===== config.mk =====
export PLATFORM = sky130hd
export DESIGN_NAME = lfsr_led_sequencer
export DESIGN_NICKNAME = d
export VERILOG_FILES = /design/src/rtl/lfsr_led_sequencer.sv
export SDC_FILE = /design/constraint.sdc
export NUM_CORES = 1
export LEC_CHECK = 0
export CORE_ASPECT_RATIO = 2
export CORE_MARGIN = 4
export CORE_UTILIZATION = 45
export CTS_CLUSTER_DIAMETER = 100
export DETAILED_ROUTE_END_ITERATION = 16
export MAX_ROUTING_LAYER = met4
export PLACE_DENSITY = 0.74
export SYNTH_ARGS = -nofsm -noshare
export SYNTH_HDL_FRONTEND = slang
export SYNTH_SLANG_ARGS = --single-unit
export TNS_END_PERCENT = 20

===== constraint.sdc =====
create_clock -name i_clk -period 1.7 [get_ports i_clk]
set_input_delay 0.255 -clock i_clk [delete_from_list [all_inputs] [get_ports i_clk]]
set_output_delay 0.255 -clock i_clk [all_outputs]
set_load 0.02 [all_outputs]

===== src/rtl/lfsr_led_sequencer.sv =====
// LED pattern sequencer stepped by the lfsr_22 done pulse; four pattern modes,
// tick divider, 8-bit step counter with wrap pulse, and enable-driven restart.
module lfsr_led_sequencer #(
  parameter int NUM_LEDS = 4,
  parameter int TICK_DIV = 1
) (
  input  logic                i_clk,
  input  logic                i_reset,
  input  logic                i_enable,
  input  logic                i_tick,
  input  logic [NUM_LEDS-1:0] i_rand,
  input  logic [1:0]          i_mode,
  output logic [NUM_LEDS-1:0] o_led,
  output logic [7:0]          o_step,
  output logic                o_busy,
  output logic                o_wrap,
  output logic [1:0]          o_state  // debug: 0 = IDLE, 1 = LOAD, 2 = RUN
);

  // i_tick is a one-cycle strobe with no back-pressure: every cycle it is high
  // in RUN counts toward the divider; ticks seen in IDLE or LOAD are dropped.

  typedef enum logic [1:0] {
    IDLE = 2'd0,
    LOAD = 2'd1,
    RUN  = 2'd2
  } state_t;

  localparam int                  DIV_W    = (TICK_DIV > 1) ? $clog2(TICK_DIV) : 1;
  localparam logic [DIV_W-1:0]    DIV_LAST = DIV_W'(TICK_DIV - 1);
  localparam logic [NUM_LEDS-1:0] LED_ONE  = NUM_LEDS'(1);

  state_t              state;
  state_t              state_next;

  logic [NUM_LEDS-1:0] led;
  logic [NUM_LEDS-1:0] led_next;
  logic [7:0]          step;
  logic [7:0]          step_next;
  logic                busy;
  logic                busy_next;
  logic                wrap;
  logic                wrap_next;
  logic [DIV_W-1:0]    div;
  logic [DIV_W-1:0]    div_next;
  logic                dir_right;
  logic                dir_right_next;
  logic [1:0]          r_mode;
  logic [1:0]          r_mode_next;

  logic                step_due;
  logic                mode_same;
  logic [NUM_LEDS-1:0] rand_safe;
  logic [NUM_LEDS-1:0] led_init;

  // A step boundary is the tick that brings the divider to its terminal count.
  assign step_due  = (state == RUN) && i_enable && i_tick && (div == DIV_LAST);
  assign mode_same = (i_mode == r_mode);
  assign rand_safe = (i_rand == '0) ? LED_ONE : i_rand;

  always_comb begin
    led_init = LED_ONE;
    case (i_mode)
      2'd2:    led_init = rand_safe;
      2'd3:    led_init = '1;
      default: led_init = LED_ONE;
    endcase
  end

  // State register
  always_ff @(posedge i_clk or posedge i_reset) begin
    if (i_reset) begin
      state <= IDLE;
    end else begin
      state <= state_next;
    end
  end

  // Next-state logic; disable has priority over any coincident tick.
  always_comb begin
    state_next = state;
    case (state)
      IDLE: begin
        if (i_enable) state_next = LOAD;
      end
      LOAD: begin
        state_next = i_enable ? RUN : IDLE;
      end
      RUN: begin
        if (!i_enable) begin
          state_next = IDLE;
        end else if (step_due && !mode_same) begin
          state_next = LOAD;
        end
      end
      default: state_next = IDLE;
    endcase
  end

  // Output / datapath next values
  always_comb begin
    led_next       = led;
    step_next      = step;
    wrap_next      = 1'b0;
    div_next       = div;
    dir_right_next = dir_right;
    r_mode_next    = r_mode;
    busy_next      = (state_next != IDLE);

    case (state)
      IDLE: begin
        led_next = '0;
      end

      LOAD: begin
        r_mode_next    = i_mode;
        step_next      = 8'd0;
        div_next       = '0;
        dir_right_next = 1'b0;
        led_next       = i_enable ? led_init : '0;
      end

      RUN: begin
        if (!i_enable) begin
          led_next = '0;
        end else if (i_tick) begin
          div_next = (div == DIV_LAST) ? '0 : div + DIV_W'(1);
          if (step_due && mode_same) begin
            case (r_mode)
              2'd0: led_next = {led[NUM_LEDS-2:0], led[NUM_LEDS-1]};
              2'd1: begin
                // Ping-pong turns around on the edge LED, then moves away from it.
                if (!dir_right && led[NUM_LEDS-1]) begin
                  dir_right_next = 1'b1;
                  led_next       = led >> 1;
                end else if (dir_right && led[0]) begin
                  dir_right_next = 1'b0;
                  led_next       = led << 1;
                end else begin
                  led_next = dir_right ? (led >> 1) : (led << 1);
                end
              end
              2'd2:    led_next = rand_safe;
              default: led_next = ~led;
            endcase
            step_next = step + 8'd1;
            wrap_next = (step == 8'hFF);
          end
        end
      end

      default: begin
        led_next = '0;
      end
    endcase
  end

  always_ff @(posedge i_clk or posedge i_reset) begin
    if (i_reset) begin
      led       <= '0;
      step      <= 8'd0;
      busy      <= 1'b0;
      wrap      <= 1'b0;
      div       <= '0;
      dir_right <= 1'b0;
      r_mode    <= 2'd0;
    end else begin
      led       <= led_next;
      step      <= step_next;
      busy      <= busy_next;
      wrap      <= wrap_next;
      div       <= div_next;
      dir_right <= dir_right_next;
      r_mode    <= r_mode_next;
    end
  end

  assign o_led   = led;
  assign o_step  = step;
  assign o_busy  = busy;
  assign o_wrap  = wrap;
  assign o_state = state;

endmodule


==> metrics.csv <==
stage,metric,value,unit
status,outcome,finished clean,
power,Combinational Power Share,52.7,%
route,Iter 0 DRT Violations,22,
worst_hold_path,hold crit path type,input pin to async pin,
critical_path,Setup crit start kind,register,
placed_design,post-DP HPWL,2341,um
logic_synthesis,Post-Syn Area per Cell,8.805,sq um
global_route,largest net degree at the start of global routing,20,
floorplan,# IOs,26,
floorplan,Placeable Area,2440,sq um
logic_synthesis,Synth Register Bits,19,
sta,Final Hold Viols,0,
clocking,Clock Latency Late Sink,260,ps
power,Lkg Pwr,0.0007442,uW
route,DRT Pass-1 Iters,4,
sta,RSZ-0062 raised after global routing,true,
global_route,GRT met2 Usage,32.89,%
route,Vias/cell,5.574,
sta,Worst-Margin Slew,275.7,ps
power,P per Cell Area,1170,nW/um^2
critical_path,Worst R2R Setup Slack,40,ps
sta,Setup Skew,2.542,ps
logic_synthesis,Mapped Nets,148,
critical_path,reg2reg end,o_step[6]$_DFFE_PP0P_,
route,vias,1137,
global_route,global route hottest layer,met2,
route,antenna-violating nets left,0,
clocking,H-tree depth,1,
cells_and_area,Layout area overhead,43.38,%
placed_design,DP Cell Count,199,
critical_path,WP data arrival,1870,ps
clocking,clk sinks,19,
clocking,TritonCTS clock tree,built,
sta,Worst slew margin,81.55,%
route,DR DRC count,0,
clocking,clock root buffer master,clkbuf_8,
logic_synthesis,Mapped Cells,133,
logic_synthesis,Cell variety after synth,35,
critical_path,worst r2r src,o_state[0]$_DFF_PP0_,
critical_path,Crit Path Max Fanout,10,
global_route,first-pass GRT wire length,4954,um
sta,Max Slew Vio Count,0,
floorplan,die area,3532,sq um
route,WL per Instance,15.11,um
floorplan,Starting Density,48.00,%
critical_path,cells on worst reg2reg path,6,
cells_and_area,Inserted Diodes,0,
global_route,routing usage on met3,1.345,%
sta,Tmin final,1662,ps
logic_synthesis,Post-synth EDFFs,0,
run,Max-Cap Viols,0,
logic_synthesis,dominant register cell in the synthesized netlist,dfrtp_1,
cells_and_area,Layout Cells excl Fill,204,
sta,fin crit share,97.75,%
logic_synthesis,YS warnings,0,
cells_and_area,share of layout cells above drive strength 1,22.03,%
logic_synthesis,"Cell Area, Synth",1171,sq um
power,Seq pwr share,31.2,%
power,net switching power,779.2,uW
route,total wire length,3082,um
critical_path,Worst Setup End Kind,register,
critical_path,Critical Path RT,1900,ps
sta,Setup Viol. Count Final,0,
clocking,CTS buffer count,3,
clocking,Clock Pin Slew Worst Setup and Hold Paths,70,ps
placed_design,pre-CTS setup slack,-268.2,ps
placed_design,GP Congestion,0.8643,
floorplan,chip height,80.15,um
global_route,initial antenna violation count,0,
power,Net Sw Frac,39.65,%
global_route,vias in the first global route,1130,
clocking,Longest Clk Path Bufs,2,
critical_path,critical setup path kind,register to register,
global_route,met1 GRT Util,20.14,%
floorplan,row count,25,
logic_synthesis,sequential element share of the synthesized area,40.60,%
power,Pint,1186,uW
placed_design,Port Buffers,25,
cells_and_area,nets,193,
global_route,Total GRT Usage,19.48,%
global_route,grt ovf,0,
power,Clock Power Share,16.2,%
sta,Peak Freq,601.8,MHz
sta,final worst slack,38.22,ps
power,peak supply drop,0.001011,V
floorplan,die width,44.07,um
logic_synthesis,asr flop ratio synth,100.0,%
## power by group through the flow
stage | logic [uW] | registers, uW | clock network [uW]
CTS | 1000 | 608 | 329
floorplan | 524 | 678 | 0
global placement | 966 | 609 | 0
detailed placement | 984 | 613 | 0
finish | 1030 | 613 | 318
global route | 1140 | 627 | 346
## what timing repair did
action	CTS	global route
resized for setup	1	10
gates cloned	0	0
pin swaps	0	4
hold buffers	0	0
buffers inserted	0	1
endpoints found under the setup margin	1	4
endpoints found under the hold margin	0	0
## cell usage in the layout, fill, tap and decap left out, types with 2 or more instances in the layout
master,count
clkdlybuf4s50_1,23
mux2_2,2
or2_2,2
xor2_1,5
nand3_1,3
dfrtp_2,2
o21a_1,2
o21ai_1,2
dfrtp_1,17
nor2b_1,3
dlymetal6s2s_1,2
nand4_1,4
clkbuf_8,3
nor3b_1,2
and3_1,3
xor2_2,2
buf_4,20
inv_1,5
nand2_1,15
a21oi_1,5
o221ai_1,2
mux2i_1,2
nand2b_1,3
ha_1,3
nor2_1,11
a31oi_1,4
nand3b_1,2
o21ai_0,10
## layout make-up
cell class                      count  area, sq um
Inverter                            6        22.52
Timing Repair Buffer               45        405.4
Sequential cell                    19        478.0
Clock buffer                        3        41.29
Clock inverter                      1        5.005
Multi-Input combinational cell    103        693.2
Fill cell                         205        760.7
Tap cell                           27        33.78
## per-layer routing
layer,share of wire (%),wire length [um]
met5,0,0
met4,5.4,165
met1,39,1188
met3,3.0,94
met2,53,1634
## per-stage QoR
stage	hold slack [ps]	setup TNS, ps	cell area (sq um)	utilization (%)	power [uW]
after global routing	320.5	-14.46	1679	68.82	2111
after global placement	535.1	-1325	1582	64.82	1576
final	305.7	0	1679	68.82	1965
after CTS	302.8	0	1638	67.13	1938
after detailed placement	541.7	-1974	1582	64.82	1597
after floorplan	206.0	0	1176	-	1202
## worst max-delay path by stage
stage	startpoint	endpoint	depth (start not counted)	slack, ps
3_5_place_dp	i_mode[0]	o_busy$_DFF_PP0_	6	-270
5_1_grt	o_state[0]$_DFF_PP0_	o_step[6]$_DFFE_PP0P_	7	-10
4_1_cts	i_mode[0]	o_busy$_DFF_PP0_	6	5
2_1_floorplan	o_state[0]$_DFF_PP0_	o_step[6]$_DFFE_PP0P_	7	3
6_report	o_state[0]$_DFF_PP0_	o_step[6]$_DFFE_PP0P_	6	40
3_3_place_gp	i_mode[0]	o_busy$_DFF_PP0_	6	-190
## cell usage after synthesis, drive strengths merged (3+ instances only)
cell     n  area (sq um)
a21oi    5         25.02
nand3    4         20.02
nand2b   3         18.77
xor2     7         61.31
nand2   16         60.06
a31oi    4         25.02
inv      6         22.52
nand4    4         25.02
and3     3         18.77
o21ai   12         60.06
clkbuf   3         11.26
nor2    11         41.29
dfrtp   19         475.5
nor2b    3         18.77
ha       5         62.56
## cell families (layout without fill, tap and decap cells)
kind of cell | count (synthesis) | count (layout) | synth area share (%)
buf+inv | 11 | 55 | 3.739
flops | 19 | 19 | 40.60
xor+xnor | 8 | 8 | 5.983
compound gates | 31 | 31 | 16.56
simple gates | 55 | 55 | 24.15
fa+ha+maj | 5 | 5 | 5.342
mux | 4 | 4 | 3.632
## state kept, by name, summed over array words and instances, names as in the netlist
name and count:
r_mode 2, o_led 4, o_busy 1, o_step 8
o_state 2, dir_right 1, o_wrap 1
## critical path, cell delays in order (launching register included)
cell and delay, ps:
dfrtp_2 420, buf_4 140, ha_2 180, nor2b_1 120
buf_4 160, or4_4 510, nand2_2 60
(Power assumes the default switching activity.)
